==> src/rtl/parking_occupancy_ctrl_if.sv <==
// Sensor/status bundle between the lot sensors, the occupancy controller and the display/gate side.
// master: sensor side (drives car_in/car_out, observes status); slave: the occupancy controller.
// Macro PARK_STATS_EN adds the 16-bit total_entries/total_rejects statistics signals.
interface parking_occupancy_ctrl_if #(
  parameter int CNT_W = 4
);
  logic             car_in;
  logic             car_out;
  logic [CNT_W-1:0] count;
  logic [CNT_W-1:0] free;
  logic             full;
  logic             empty;
  logic             gate_in;
  logic             gate_out;
  logic             reject;
  logic             underflow;
`ifdef PARK_STATS_EN
  logic [15:0]      total_entries;
  logic [15:0]      total_rejects;

  modport master (
    output car_in, car_out,
    input  count, free, full, empty, gate_in, gate_out, reject, underflow,
    input  total_entries, total_rejects
  );
  modport slave (
    input  car_in, car_out,
    output count, free, full, empty, gate_in, gate_out, reject, underflow,
    output total_entries, total_rejects
  );
`else
  modport master (
    output car_in, car_out,
    input  count, free, full, empty, gate_in, gate_out, reject, underflow
  );
  modport slave (
    input  car_in, car_out,
    output count, free, full, empty, gate_in, gate_out, reject, underflow
  );
`endif
endinterface

==> src/rtl/parking_occupancy_ctrl.sv <==
// Parking lot occupancy tracker: sensor edges -> add/subtract count, gate-open pulses, full/empty.
// Latency 1 cycle from sensor edge to count/flags/pulses/gate; no backpressure, every edge is handled.
// Macro PARK_STATS_EN adds saturating total_entries/total_rejects counters.
module parking_occupancy_ctrl #(
  parameter int CAPACITY    = 8,
  parameter int CNT_W       = 4,
  parameter int GATE_CYCLES = 4
) (
  input logic                    clk,
  input logic                    rst,
  parking_occupancy_ctrl_if.slave bus
);

  localparam int               GW        = (GATE_CYCLES > 1) ? $clog2(GATE_CYCLES) : 1;
  localparam logic [CNT_W-1:0] CAP       = CNT_W'(CAPACITY);
  localparam logic [GW-1:0]    GATE_LOAD = GW'(GATE_CYCLES - 1);

  typedef enum logic {CLOSED, OPEN} gate_state_t;

  logic             car_in_q, car_out_q;
  logic             in_ev, out_ev, acc_in, acc_out;
  logic [CNT_W-1:0] count_q, count_d;
  logic             reject_q, underflow_q;
  logic [1:0]       gate_ev;   // [0] entry gate, [1] exit gate
  gate_state_t      gate_q [2];
  gate_state_t      gate_d [2];
  logic [GW-1:0]    gcnt_q [2];
  logic [GW-1:0]    gcnt_d [2];

  // Edge detect and accept/refuse decision; a simultaneous exit always makes room for the entry.
  always_comb begin
    in_ev   = bus.car_in & ~car_in_q;
    out_ev  = bus.car_out & ~car_out_q;
    acc_out = out_ev & (count_q != '0);
    acc_in  = in_ev & ((count_q < CAP) | out_ev);
    count_d = count_q;
    if (acc_in && !acc_out) begin
      count_d = count_q + CNT_W'(1);
    end else if (acc_out && !acc_in) begin
      count_d = count_q - CNT_W'(1);
    end
    gate_ev = {acc_out, acc_in};
  end

  // Occupancy count, sensor history and one-cycle error pulses.
  always_ff @(posedge clk) begin
    if (rst) begin
      car_in_q    <= 1'b0;
      car_out_q   <= 1'b0;
      count_q     <= '0;
      reject_q    <= 1'b0;
      underflow_q <= 1'b0;
    end else begin
      car_in_q    <= bus.car_in;
      car_out_q   <= bus.car_out;
      count_q     <= count_d;
      reject_q    <= in_ev & ~acc_in;
      underflow_q <= out_ev & ~acc_out;
    end
  end

  // Gate FSM next state: an accepted event (re)loads the hold counter, otherwise count down to close.
  always_comb begin
    for (int g = 0; g < 2; g++) begin
      gate_d[g] = gate_q[g];
      gcnt_d[g] = gcnt_q[g];
      if (gate_ev[g]) begin
        gate_d[g] = OPEN;
        gcnt_d[g] = GATE_LOAD;
      end else if (gate_q[g] == OPEN) begin
        if (gcnt_q[g] == '0) begin
          gate_d[g] = CLOSED;
        end else begin
          gcnt_d[g] = gcnt_q[g] - GW'(1);
        end
      end
    end
  end

  // Gate FSM state registers.
  always_ff @(posedge clk) begin
    for (int g = 0; g < 2; g++) begin
      if (rst) begin
        gate_q[g] <= CLOSED;
        gcnt_q[g] <= '0;
      end else begin
        gate_q[g] <= gate_d[g];
        gcnt_q[g] <= gcnt_d[g];
      end
    end
  end

  assign bus.count     = count_q;
  assign bus.free      = CAP - count_q;
  assign bus.full      = (count_q == CAP);
  assign bus.empty     = (count_q == '0);
  assign bus.gate_in   = (gate_q[0] == OPEN);
  assign bus.gate_out  = (gate_q[1] == OPEN);
  assign bus.reject    = reject_q;
  assign bus.underflow = underflow_q;

`ifdef PARK_STATS_EN
  logic [15:0] tot_ent_q, tot_rej_q;

  // Saturating lifetime counters of accepted and refused entries.
  always_ff @(posedge clk) begin
    if (rst) begin
      tot_ent_q <= '0;
      tot_rej_q <= '0;
    end else begin
      if (acc_in && tot_ent_q != 16'hFFFF) tot_ent_q <= tot_ent_q + 16'd1;
      if (in_ev && !acc_in && tot_rej_q != 16'hFFFF) tot_rej_q <= tot_rej_q + 16'd1;
    end
  end

  assign bus.total_entries = tot_ent_q;
  assign bus.total_rejects = tot_rej_q;
`endif

endmodule

==> src/flat_wrapper.sv <==
// flat-port wrapper written by rule: the top's interface ports become plain ports
module parking_occupancy_ctrl_flat 
#(
  parameter int CAPACITY    = 8,
  parameter int CNT_W       = 4,
  parameter int GATE_CYCLES = 4
)
  (clk, rst, bus_car_in, bus_car_out, bus_count, bus_free, bus_full, bus_empty, bus_gate_in, bus_gate_out, bus_reject, bus_underflow);
  parking_occupancy_ctrl_if #(.CNT_W(CNT_W)) bus_i ();
  input logic clk;
  input logic rst;
  input wire logic [$bits(bus_i.car_in)-1:0] bus_car_in;
  input wire logic [$bits(bus_i.car_out)-1:0] bus_car_out;
  output wire logic [$bits(bus_i.count)-1:0] bus_count;
  output wire logic [$bits(bus_i.free)-1:0] bus_free;
  output wire logic [$bits(bus_i.full)-1:0] bus_full;
  output wire logic [$bits(bus_i.empty)-1:0] bus_empty;
  output wire logic [$bits(bus_i.gate_in)-1:0] bus_gate_in;
  output wire logic [$bits(bus_i.gate_out)-1:0] bus_gate_out;
  output wire logic [$bits(bus_i.reject)-1:0] bus_reject;
  output wire logic [$bits(bus_i.underflow)-1:0] bus_underflow;
  assign bus_i.car_in = bus_car_in;
  assign bus_i.car_out = bus_car_out;
  assign bus_count = bus_i.count;
  assign bus_free = bus_i.free;
  assign bus_full = bus_i.full;
  assign bus_empty = bus_i.empty;
  assign bus_gate_in = bus_i.gate_in;
  assign bus_gate_out = bus_i.gate_out;
  assign bus_reject = bus_i.reject;
  assign bus_underflow = bus_i.underflow;
  parking_occupancy_ctrl #(.CAPACITY(CAPACITY), .CNT_W(CNT_W), .GATE_CYCLES(GATE_CYCLES)) u_core (.clk(clk), .rst(rst), .bus(bus_i));
endmodule
==> config.mk <==
export PLATFORM = sky130hd
export DESIGN_NAME = parking_occupancy_ctrl_flat
export DESIGN_NICKNAME = d
export VERILOG_FILES = /design/src/rtl/parking_occupancy_ctrl_if.sv /design/src/rtl/parking_occupancy_ctrl.sv /design/src/flat_wrapper.sv
export SDC_FILE = /design/constraint.sdc
export NUM_CORES = 1
export LEC_CHECK = 0
export CORE_MARGIN = 4
export CORE_UTILIZATION = 46
export CTS_CLUSTER_SIZE = 8
export DETAILED_ROUTE_END_ITERATION = 12
export GPL_TIMING_DRIVEN = 0
export PLACE_DENSITY = 0.78
export SYNTH_ARGS = -nofsm -noshare
export SYNTH_HDL_FRONTEND = slang
export SYNTH_SLANG_ARGS = --single-unit
==> constraint.sdc <==
create_clock -name clk -period 2.9 [get_ports clk]
set_input_delay 0.435 -clock clk [delete_from_list [all_inputs] [get_ports clk]]
set_output_delay 0.435 -clock clk [all_outputs]
set_load 0.1 [all_outputs]
# After elaboration in Yosys (flattened, before gate mapping)

Memory sizes are Yosys's and may differ from the RTL's.
Index checks and enable logic that the tools add are counted.

Register bits: 8
Latch bits: 0
Memory bits (read-only): 0
Output and inout port bits: 14
RAM bits: 6
Word-level logic and storage cells: 59
Input port bits: 4
Memories kept: 2

Memory list:

| name          | depth | width | read ports | clocked after Yosys merged registers in | wr ports | line                         | text |
|---|---|---|---|---|---|---|---|
| u_core.gcnt_q | 2     | 2     | 2          | 0                                       | 2        | parking_occupancy_ctrl.sv:27 | `logic [GW-1:0] gcnt_q [2];` |
| u_core.gate_q | 2     | 1     | 2          | 0                                       | 2        | parking_occupancy_ctrl.sv:25 | `gate_state_t gate_q [2];` |

Shift-type cells: 0
Eq/ne operators: 1
Add/subtract/negate cells: 5
Multiply operators: 0
Div/mod/pow operators: 0
Muxes and demuxes: 21
Reduce and logical (&&, ||, !) cells: 9
$lt $le $gt $ge: 1
Bitwise operators: 15

Operators with widths:

| cell                  | number |
|---|---|
| $mux W2               | 8 |
| $mux W1               | 11 |
| $mux W4               | 2 |
| $and A1 B1 Y1         | 6 |
| $or A1 B1 Y1          | 5 |
| $add A4 B1 Y4 const B | 1 |
| $eq A4 B4 Y1 const B  | 1 |
| $logic_not A2 Y1      | 2 |
| $logic_not A4 Y1      | 1 |
| $lt A4 B4 Y1 const B  | 1 |
| $not A1 Y1            | 4 |
| $reduce_bool A4 Y1    | 1 |
| $sub A2 B1 Y2 const B | 2 |
| $sub A4 B1 Y4 const B | 1 |
| $sub A4 B4 Y4 const A | 1 |
| $logic_and A1 B1 Y1   | 2 |
| $logic_not A1 Y1      | 2 |
| $reduce_bool A2 Y1    | 1 |

# Logic depth before layout (Yosys ltp)

Gate-level depths: netlist (run 1).

Depth in word-level cells: 8
Depth in mapped cells: 11
Depth with buffers taken out: 11

# Least setup slack after synthesis (run 1)

No wires, ideal clock.

Kind: reg-to-output
Start point: register u_core.count_q[0] (netlist: u_core.bus.count[0])
End point: output port bus_free[2]
Arrival time: 2.983 ns
Data required time: 2.465 ns
Path buffers: 0
Cell stages (with the launch flop): 4
Slack: -0.518 ns
Cells stage by stage: dfxtp_1 > inv_1 > ha_1 > xnor2_1

Cells in the longest elaborated chain, start to end: 1

Ends and longest elaborated chain:

| element                | line                         | text |
|---|---|---|
| from (decl)            | parking_occupancy_ctrl.sv:22 | `logic [CNT_W-1:0] count_q, count_d;` |
| from (signal assigned) | parking_occupancy_ctrl.sv:56 | `count_q <= count_d;` |
| $sub A4 B4 Y4          | parking_occupancy_ctrl.sv:94 | `assign bus.free = CAP - count_q;` |
| to (decl)              | flat_wrapper.sv:15           | `output wire logic [$bits(bus_i.free)-1:0] bus_free;` |

No other way between the ends.

# Worst setup path after layout (run 1)

Start point: register u_core.count_q[0] (netlist: u_core.bus.count[0])
End point: output port bus_free[3]

The elaborated chain is that of the path after synthesis.

==> results.yml, run 1 <==
timing:
  fin_tns_setup_ps: 0
  hold_ws_ps: 433
  layout_min_cycle_time_ps: 2720
  slew_viol_final: 0
  tightest_slew_ps: 979
  rsz0062_at_grt: "no"
  report.final.hold_viol_count: 0
  slew_headroom_pct: 34.5
  clock.fmax_mhz: 368
  setup_violations: 0
  finalClockSkew_ps: 1.46
  fin_crit_sh_pct: 93.7
worst_setup_path:
  worstPathCellList: "nor3_1 > xor2_2 > clkdlybuf4s50_1"
  worstReg2RegStart: "u_core.bus.count[0]"
  rrSetupSlack_ps: 210
  cpMaxStageDelayCell: "clkdlybuf4s50_1"
  crit_buf_inv: 1
  r2r_cells: 11
  critPathMaxStageDelay_ps: 1150
  start_kind: "flip-flop"
  path_delay_family: "buffers and inverters"
  crit_fanout: 7
  cp.required_ps: 2470
  worst_setup_path_end_kind: "output port"
  arrival_ps: 2280
  path_class: "flip-flop to output port"
  reg2reg_to: "u_core.bus.count[3]"
final_layout:
  areaGrowthSynthToFinish_pct: 35.0
  final_util_pct: 69.5
  instances_no_fill: 115
  nNetsFinal: 112
  layout-drive-gt1-share_pct: 14.0
  fill_cells: 116
  antenna_cells: 0
floorplanning:
  num_rows: 13
  dieArea_um2: 2240
  fp.dieW_um: 47.3
  io_pins: 18
  initial_core_util_pct: 51.5
  die_y_um: 47.3
  core-area_um2: 1380
clock_tree:
  cts_root_buffer: "clkbuf_4"
  cts_buffer_depth: 2
  cts_max_level: 1
  cts_tree: "yes"
  path_clk_slew_ps: 80
  numCtsBuffers: 3
  clkSinkCount: 14
  clk_latency_ps: 270
yosys:
  synth-seq-cells: 14
  syn_avg_cell_area_um2: 9.13
  async_flop_share_pct: 0
  synth_edf_count: 0
  syn_nets: 89
  synth_area_um2: 712
  postSynthCellCount: 78
  synth_ff_type: "dfxtp_1"
  yosysSeqAreaShare_pct: 39.4
  ys_types: 27
  yosysWarnings: 0
placement:
  dp_hpwl_um: 992
  dp_cells: 110
  portBuffers: 17
  gp_congestion: 0.721
route:
  postRouteAntennaNets: 0
  wirelength_um: 1250
  drt-pass1-iter-count: 4
  routed-via-count: 568
  drt-wirelength-per-cell_um: 10.8
  vias_per_cell: 4.94
  drc_errors: 0
  drtIter0Drc: 4
worst_hold_path:
  min_delay_path_depth: 1
  worstHoldStart: "u_core.car_in_q"
  min_path_type: "flip-flop to flip-flop"
  whs_endpoint: "u_core.bus.reject"
run_status:
  status: "finished clean"
global_routing:
  grt_remaining_overflow: 0
  grt_pass1_wl_um: 2160
  grt_pass1_vias: 545
  antenna_found_initial: 0
  grt_max_degree: 11
  grt.total_usage_pct: 14.0
flow_run:
  cap_violations: 0
==> how the worst max path moves through the flow <==
stage / start / cells after the start / slack, ps / end
6_report: u_core.bus.count[0] / 3 / 180 / bus_free[3]
5_1_grt: u_core.bus.count[0] / 11 / 60 / u_core.bus.count[3]
4_1_cts: u_core.bus.count[0] / 11 / 140 / u_core.bus.count[3]
3_5_place_dp: bus_car_out / 12 / 60 / u_core.bus.count[3]
3_3_place_gp: bus_car_out / 12 / 130 / u_core.bus.count[3]
2_1_floorplan: u_core.bus.count[3] / 9 / 50 / u_core.bus.count[3]
==> layout make-up <==
| type | instances | area [µm²] | area share [%] |
|---|---|---|---|
| Multi-Input combinational cell | 50 | 383 | 39.8 |
| Tap cell | 15 | 18.8 | 1.95 |
| Inverter | 11 | 41.3 | 4.30 |
| Buffer | 3 | 22.5 | 2.34 |
| Clock buffer | 4 | 36.3 | 3.78 |
| Sequential cell | 14 | 283 | 29.4 |
| Timing Repair Buffer | 18 | 176 | 18.4 |
==> layer usage <==
| metal | up-vias | part of all wire [%] | GRT usage (%) |
|---|---|---|---|
| li1 | 297 | - | - |
| met1 | 257 | 46 | 16.4 |
| met2 | 12 | 48 | 21.1 |
| met3 | 2 | 4.0 | 4.60 |
| met4 | 0 | 1.8 | 9.94 |
| met5 | - | 0 | 0 |
==> cells in the final DEF, fill, tap and decap left out, types with 2 or more instances in the layout <==
cell / netlist / routed
inv_1: 10 / 10
dfxtp_1: 14 / 12
buf_4: 1 / 2
nor3_1: 2 / 2
dfxtp_2: 0 / 2
clkbuf_4: 0 / 3
ha_1: 6 / 6
nand2_1: 3 / 3
o21ai_0: 2 / 2
xnor2_1: 4 / 3
nor2_1: 6 / 6
nor2b_1: 5 / 5
clkdlybuf4s50_1: 0 / 16
a21oi_1: 7 / 7
nand2b_1: 2 / 2
==> sequential cells by signal, summed over array words and instances, names as in the netlist <==
register	cells
u_core.gate_q	2
u_core.car_out_q	1
u_core.bus.reject	1
u_core.car_in_q	1
u_core.bus.underflow	1
u_core.gcnt_q	4
u_core.bus.count	4
==> cells by family after synthesis <==
logic type / after synthesis / share of synthesized area [%]
muxes: 2 / 2.99
buffers and inverters: 14 / 8.96
adders and majority gates: 7 / 13.4
xor gates and xnor gates: 6 / 7.38
and+or+nand+nor: 23 / 17.8
DFF: 14 / 39.4
AOI/OAI and AO/OA: 12 / 10.2
==> Yosys cell counts (all sizes together) (2+ instances only) <==
cell type	n	area (µm²)
dfxtp	14	280
inv	11	41.3
a21oi	8	43.8
ha	6	75.1
nor2	6	22.5
nor2b	5	31.3
xnor2	4	35.0
nand2	3	11.3
buf	2	18.8
nand2b	2	12.5
nor3	2	10.0
o21ai	2	10.0
xor2	2	17.5
==> stage by stage <==
step / setup WS [ps] / cell area (µm²)
after floorplan: 53.5 / 729
after global placement: 127 / 918
after detailed placement: 55.1 / 918
after CTS: 140 / 953
after global routing: 58.7 / 961
final: 184 / 961
==> repair_timing <==
action	in CTS	in global routing
setup endpoints to repair	1	1
resized for setup	1	0
hold buffers	0	0
buffers inserted	0	1
==> worst register-to-register path, stage by stage, from the launching register on <==
cell and delay [ps]:
dfxtp_2 370, inv_1 70, ha_1 210, or3b_1 430, nand2b_1 120, ha_1 180, inv_1 100, ha_1 350
a21oi_2 180, a211oi_2 80, a31oi_1 170, mux2_1 330
Power of run 1 is not shown: default switching activity piles up to over one toggle a cycle in this logic, so the estimate is an artifact.
==> inputs of run 2 (changes only) <==
--- a/config.mk
+++ b/config.mk
@@ -8,4 +8,5 @@
 export CORE_MARGIN = 4
 export CORE_UTILIZATION = 46
+export CTS_CLUSTER_DIAMETER = 40
 export CTS_CLUSTER_SIZE = 8
 export DETAILED_ROUTE_END_ITERATION = 12
==> constraint.sdc (replaced) <==
create_clock -name clk -period 2.9 [get_ports clk]
set_input_delay 0.58 -clock clk [delete_from_list [all_inputs] [get_ports clk]]
set_output_delay 0.58 -clock clk [all_outputs]
set_load 0.1 [all_outputs]
==> results.yml, run 2 (same netlist as run 1, synthesis figures left out) <==
timing:
  postLayoutSetupSlackWorst_ps: 90.7
  fin_crit_sh_pct: 96.9
  tightest_slew_ps: 981
  layout_min_cycle_time_ps: 2810
  clock.fmax_mhz: 356
  finalClockSkew_ps: 1.14
  slew_headroom_pct: 34.5
  rsz0062_at_grt: "no"
  slew_viol_final: 0
  setup_violations: 0
  report.final.hold_viol_count: 0
clock_tree:
  cts_buffer_depth: 2
  hold_buffers: 0
  clk_latency_ps: 270
  clkSinkCount: 14
  path_clk_slew_ps: 80
  numCtsBuffers: 3
  cts_tree: "yes"
  cts_root_buffer: "clkbuf_4"
  cts_max_level: 1
worst_setup_path:
  crit_fanout: 7
  startpoint: "u_core.bus.count[0]"
  worstReg2RegStart: "u_core.bus.count[0]"
  arrival_ps: 2230
  start_kind: "flip-flop"
  rrSetupSlack_ps: 210
  r2r_cells: 11
  cp.required_ps: 2320
  worst_setup_path_end_kind: "output port"
  path_class: "flip-flop to output port"
  reg2reg_to: "u_core.bus.count[3]"
flow_run:
  cap_violations: 0
route:
  drtIter0Drc: 4
  postRouteAntennaNets: 0
  drt-wirelength-per-cell_um: 10.9
  wirelength_um: 1250
  drt-pass1-iter-count: 3
  vias_per_cell: 4.95
  routed-via-count: 569
  drc_errors: 0
global_routing:
  grt_remaining_overflow: 0
  grt_pass1_wl_um: 2160
  grt_max_degree: 11
  grt_pass1_vias: 545
  grt.total_usage_pct: 14.0
  antenna_found_initial: 0
placement:
  pre_cts_slack_ps: -89.9
  portBuffers: 17
  dp_hpwl_um: 992
  gp_congestion: 0.721
floorplanning:
  initial_core_util_pct: 51.5
  dieArea_um2: 2240
  io_pins: 18
  num_rows: 13
  die_y_um: 47.3
  fp.dieW_um: 47.3
  core-area_um2: 1380
final_layout:
  final_cell_mix: "clkdlybuf4s50_1, dfxtp_1, inv_1"
  antenna_cells: 0
  mostFrequentLayoutCell: "clkdlybuf4s50_1"
  areaGrowthSynthToFinish_pct: 35.9
  layout-drive-gt1-share_pct: 14.0
  nNetsFinal: 112
worst_hold_path:
  whs_endpoint: "u_core.bus.reject"
  worstHoldStart: "u_core.car_in_q"
  min_path_type: "flip-flop to flip-flop"
  min_delay_path_depth: 1
run_status:
  status: "finished clean"
-- run 2: cell types whose count changed in the layout (fill, tap and decap cells not counted) --
cell	change
clkdlybuf4s50_1	-2
dlymetal6s2s_1	+2
clkdlybuf4s15_1	+1
dlygate4sd2_1	-1
-- run 2: routing by layer --
layer / routed length [µm] / global-route usage, % / vias up
met1: 569 / 16.4 / 258
met4: 23 / 9.94 / 0
li1: - / - / 297
met5: 0 / 0 / -
met3: 50 / 4.60 / 2
met2: 605 / 21.1 / 12
-- run 2: layout make-up --
class / instances / area (µm²)
inverters: 11 / 41.3
plain buffers: 3 / 22.5
multi-input cells: 50 / 383
fillers: 114 / 415
flip-flops and latches: 14 / 283
repair buffers: 18 / 183
well taps: 15 / 18.8
clock buffers: 4 / 36.3
-- run 2: worst max path at each step --
stage | end | slack (ps) | cells after the start
floorplan | u_core.bus.count[3] | 50 | 9
global placement | u_core.bus.count[3] | -20 | 12
detailed placement | u_core.bus.count[3] | -90 | 12
CTS | bus_free[3] | 20 | 3
global route | bus_full | 9 | 4
finish | bus_full | 90 | 4
-- run 2: metrics by stage --
| step | instances | TNS (ps) | util (%) | hold WS, ps | area (µm²) |
|---|---|---|---|---|---|
| finish | 115 | 0 | 70.0 | 442 | 967 |
| global route | 115 | 0 | 70.0 | 447 | 967 |
| CTS | 114 | 0 | 69.0 | 429 | 953 |
| detailed placement | 110 | -89.9 | 66.4 | 416 | 918 |
| global placement | 110 | -17.6 | 66.4 | 398 | 918 |
| floorplan | 78 | 0 | - | 390 | 729 |
-- run 2: critical path, cell delays in order (launching register included) --
cell and delay (ps):
dfxtp_2 370, inv_1 70, ha_1 210, and3b_1 180, clkdlybuf4s50_1 1130
-- run 2: what timing repair did --
item | 4_1_cts | 5_1_grt
pin swaps | 0 | 0
buffers inserted | 0 | 1
gates resized for setup | 1 | 3
setup endpoints to repair | 1 | 4
Power of run 2 is left out for the same reason.
==> inputs of run 3 (changes only) <==
Settings changed: SETUP_SLACK_MARGIN set to 0.5.
==> results.yml, run 3 (same netlist as run 1, synthesis figures left out) <==
worst_setup_path:
  crit_fanout: 6
  worst_setup_path_end_kind: "flip-flop"
  start_kind: "flip-flop"
  path_class: "flip-flop to flip-flop"
  arrival_ps: 2590
  cp.required_ps: 3080
route:
  drc_errors: 0
  postRouteAntennaNets: 0
  drtIter0Drc: 17
  drt-pass1-iter-count: 4
  vias_per_cell: 5.23
  wirelength_um: 2090
  drt-wirelength-per-cell_um: 15.4
  routed-via-count: 711
timing:
  slew_headroom_pct: 35.5
  hold_ws_ps: 442
  rsz0062_at_grt: "yes"
  clock.fmax_mhz: 414
  fin_crit_sh_pct: 83.2
  slew_viol_final: 0
  layout_min_cycle_time_ps: 2410
  report.final.hold_viol_count: 0
  fin_tns_setup_ps: 0
  finalClockSkew_ps: 3.00
  setup_violations: 0
  tightest_slew_ps: 965
floorplanning:
  die_y_um: 47.3
  initial_core_util_pct: 51.5
  num_rows: 13
  dieArea_um2: 2240
  core-area_um2: 1380
  io_pins: 18
  fp.dieW_um: 47.3
clock_tree:
  numCtsBuffers: 3
  clkSinkCount: 14
  cts_tree: "yes"
  clk_latency_ps: 290
  cts_max_level: 1
  cts_root_buffer: "clkbuf_4"
  path_clk_slew_ps: 90
  hold_buffers: 0
  cts_buffer_depth: 2
final_layout:
  areaGrowthSynthToFinish_pct: 68.4
  final_util_pct: 86.7
  antenna_cells: 0
  nNetsFinal: 133
  mostFrequentLayoutCell: "buf_4"
  layout-drive-gt1-share_pct: 42.1
  final_cell_mix: "buf_4, dfxtp_1, a21oi_1"
global_routing:
  antenna_found_initial: 0
  grt_pass1_wl_um: 2730
  grt_pass1_vias: 670
  grt.total_usage_pct: 17.9
  grt_max_degree: 11
  grt_remaining_overflow: 0
worst_hold_path:
  min_path_type: "flip-flop to flip-flop"
run_status:
  status: "finished clean"
placement:
  gp_congestion: 0.706
  portBuffers: 17
  dp_hpwl_um: 999
flow_run:
  cap_violations: 0
## run 3: final timing paths
kind	slack [ps]	depth (start not counted)	to	from
max	490	11	u_core.bus.count[3]	u_core.bus.count[0]
min	440	1	u_core.bus.reject	u_core.car_in_q
max reg2reg	490	11	u_core.bus.count[3]	u_core.bus.count[0]
min reg2reg	440	1	u_core.bus.reject	u_core.car_in_q
## run 3: area by class of cell
type	instances	area [µm²]
plain buffers	3	22.5
clock buffers	4	26.3
fillers	79	184
inverters	11	48.8
multi-input cells	50	463
flip-flops and latches	14	290
well taps	15	18.8
repair buffers	39	329
## run 3: routing by layer
metal  vias to the layer above  track usage (%)  part of all wire (%)
met5                         -                0                     0
met4                         0             9.94                   3.6
met3                         8             5.36                   5.4
met2                        32             31.8                    54
met1                       333             18.4                    37
li1                        338                -                     -
## run 3: repair_timing
action	in CTS	in global routing
pin swaps	6	6
gates resized for setup	22	9
endpoints found under the setup margin	10	6
hold endpoints to repair	0	0
setup buffers	14	8
## run 3: worst max-delay path: stages (launching register included)
cell and delay [ps]:
dfxtp_4 380, inv_4 60, ha_4 130, or3b_4 410, nand2b_4 100, ha_4 160, inv_6 50, ha_4 290
nand3_4 70, a211oi_2 260, a31oi_1 90, mux2_1 310
## run 3: through the flow
step	cells	setup WS [ps]	instance area [µm²]
3_3_place_gp	110	77.8	978
3_5_place_dp	110	55.8	978
6_report	136	487	1200
2_1_floorplan	78	462	790
5_1_grt	136	427	1200
4_1_cts	128	435	1120
Power of run 3 is left out for the same reason.
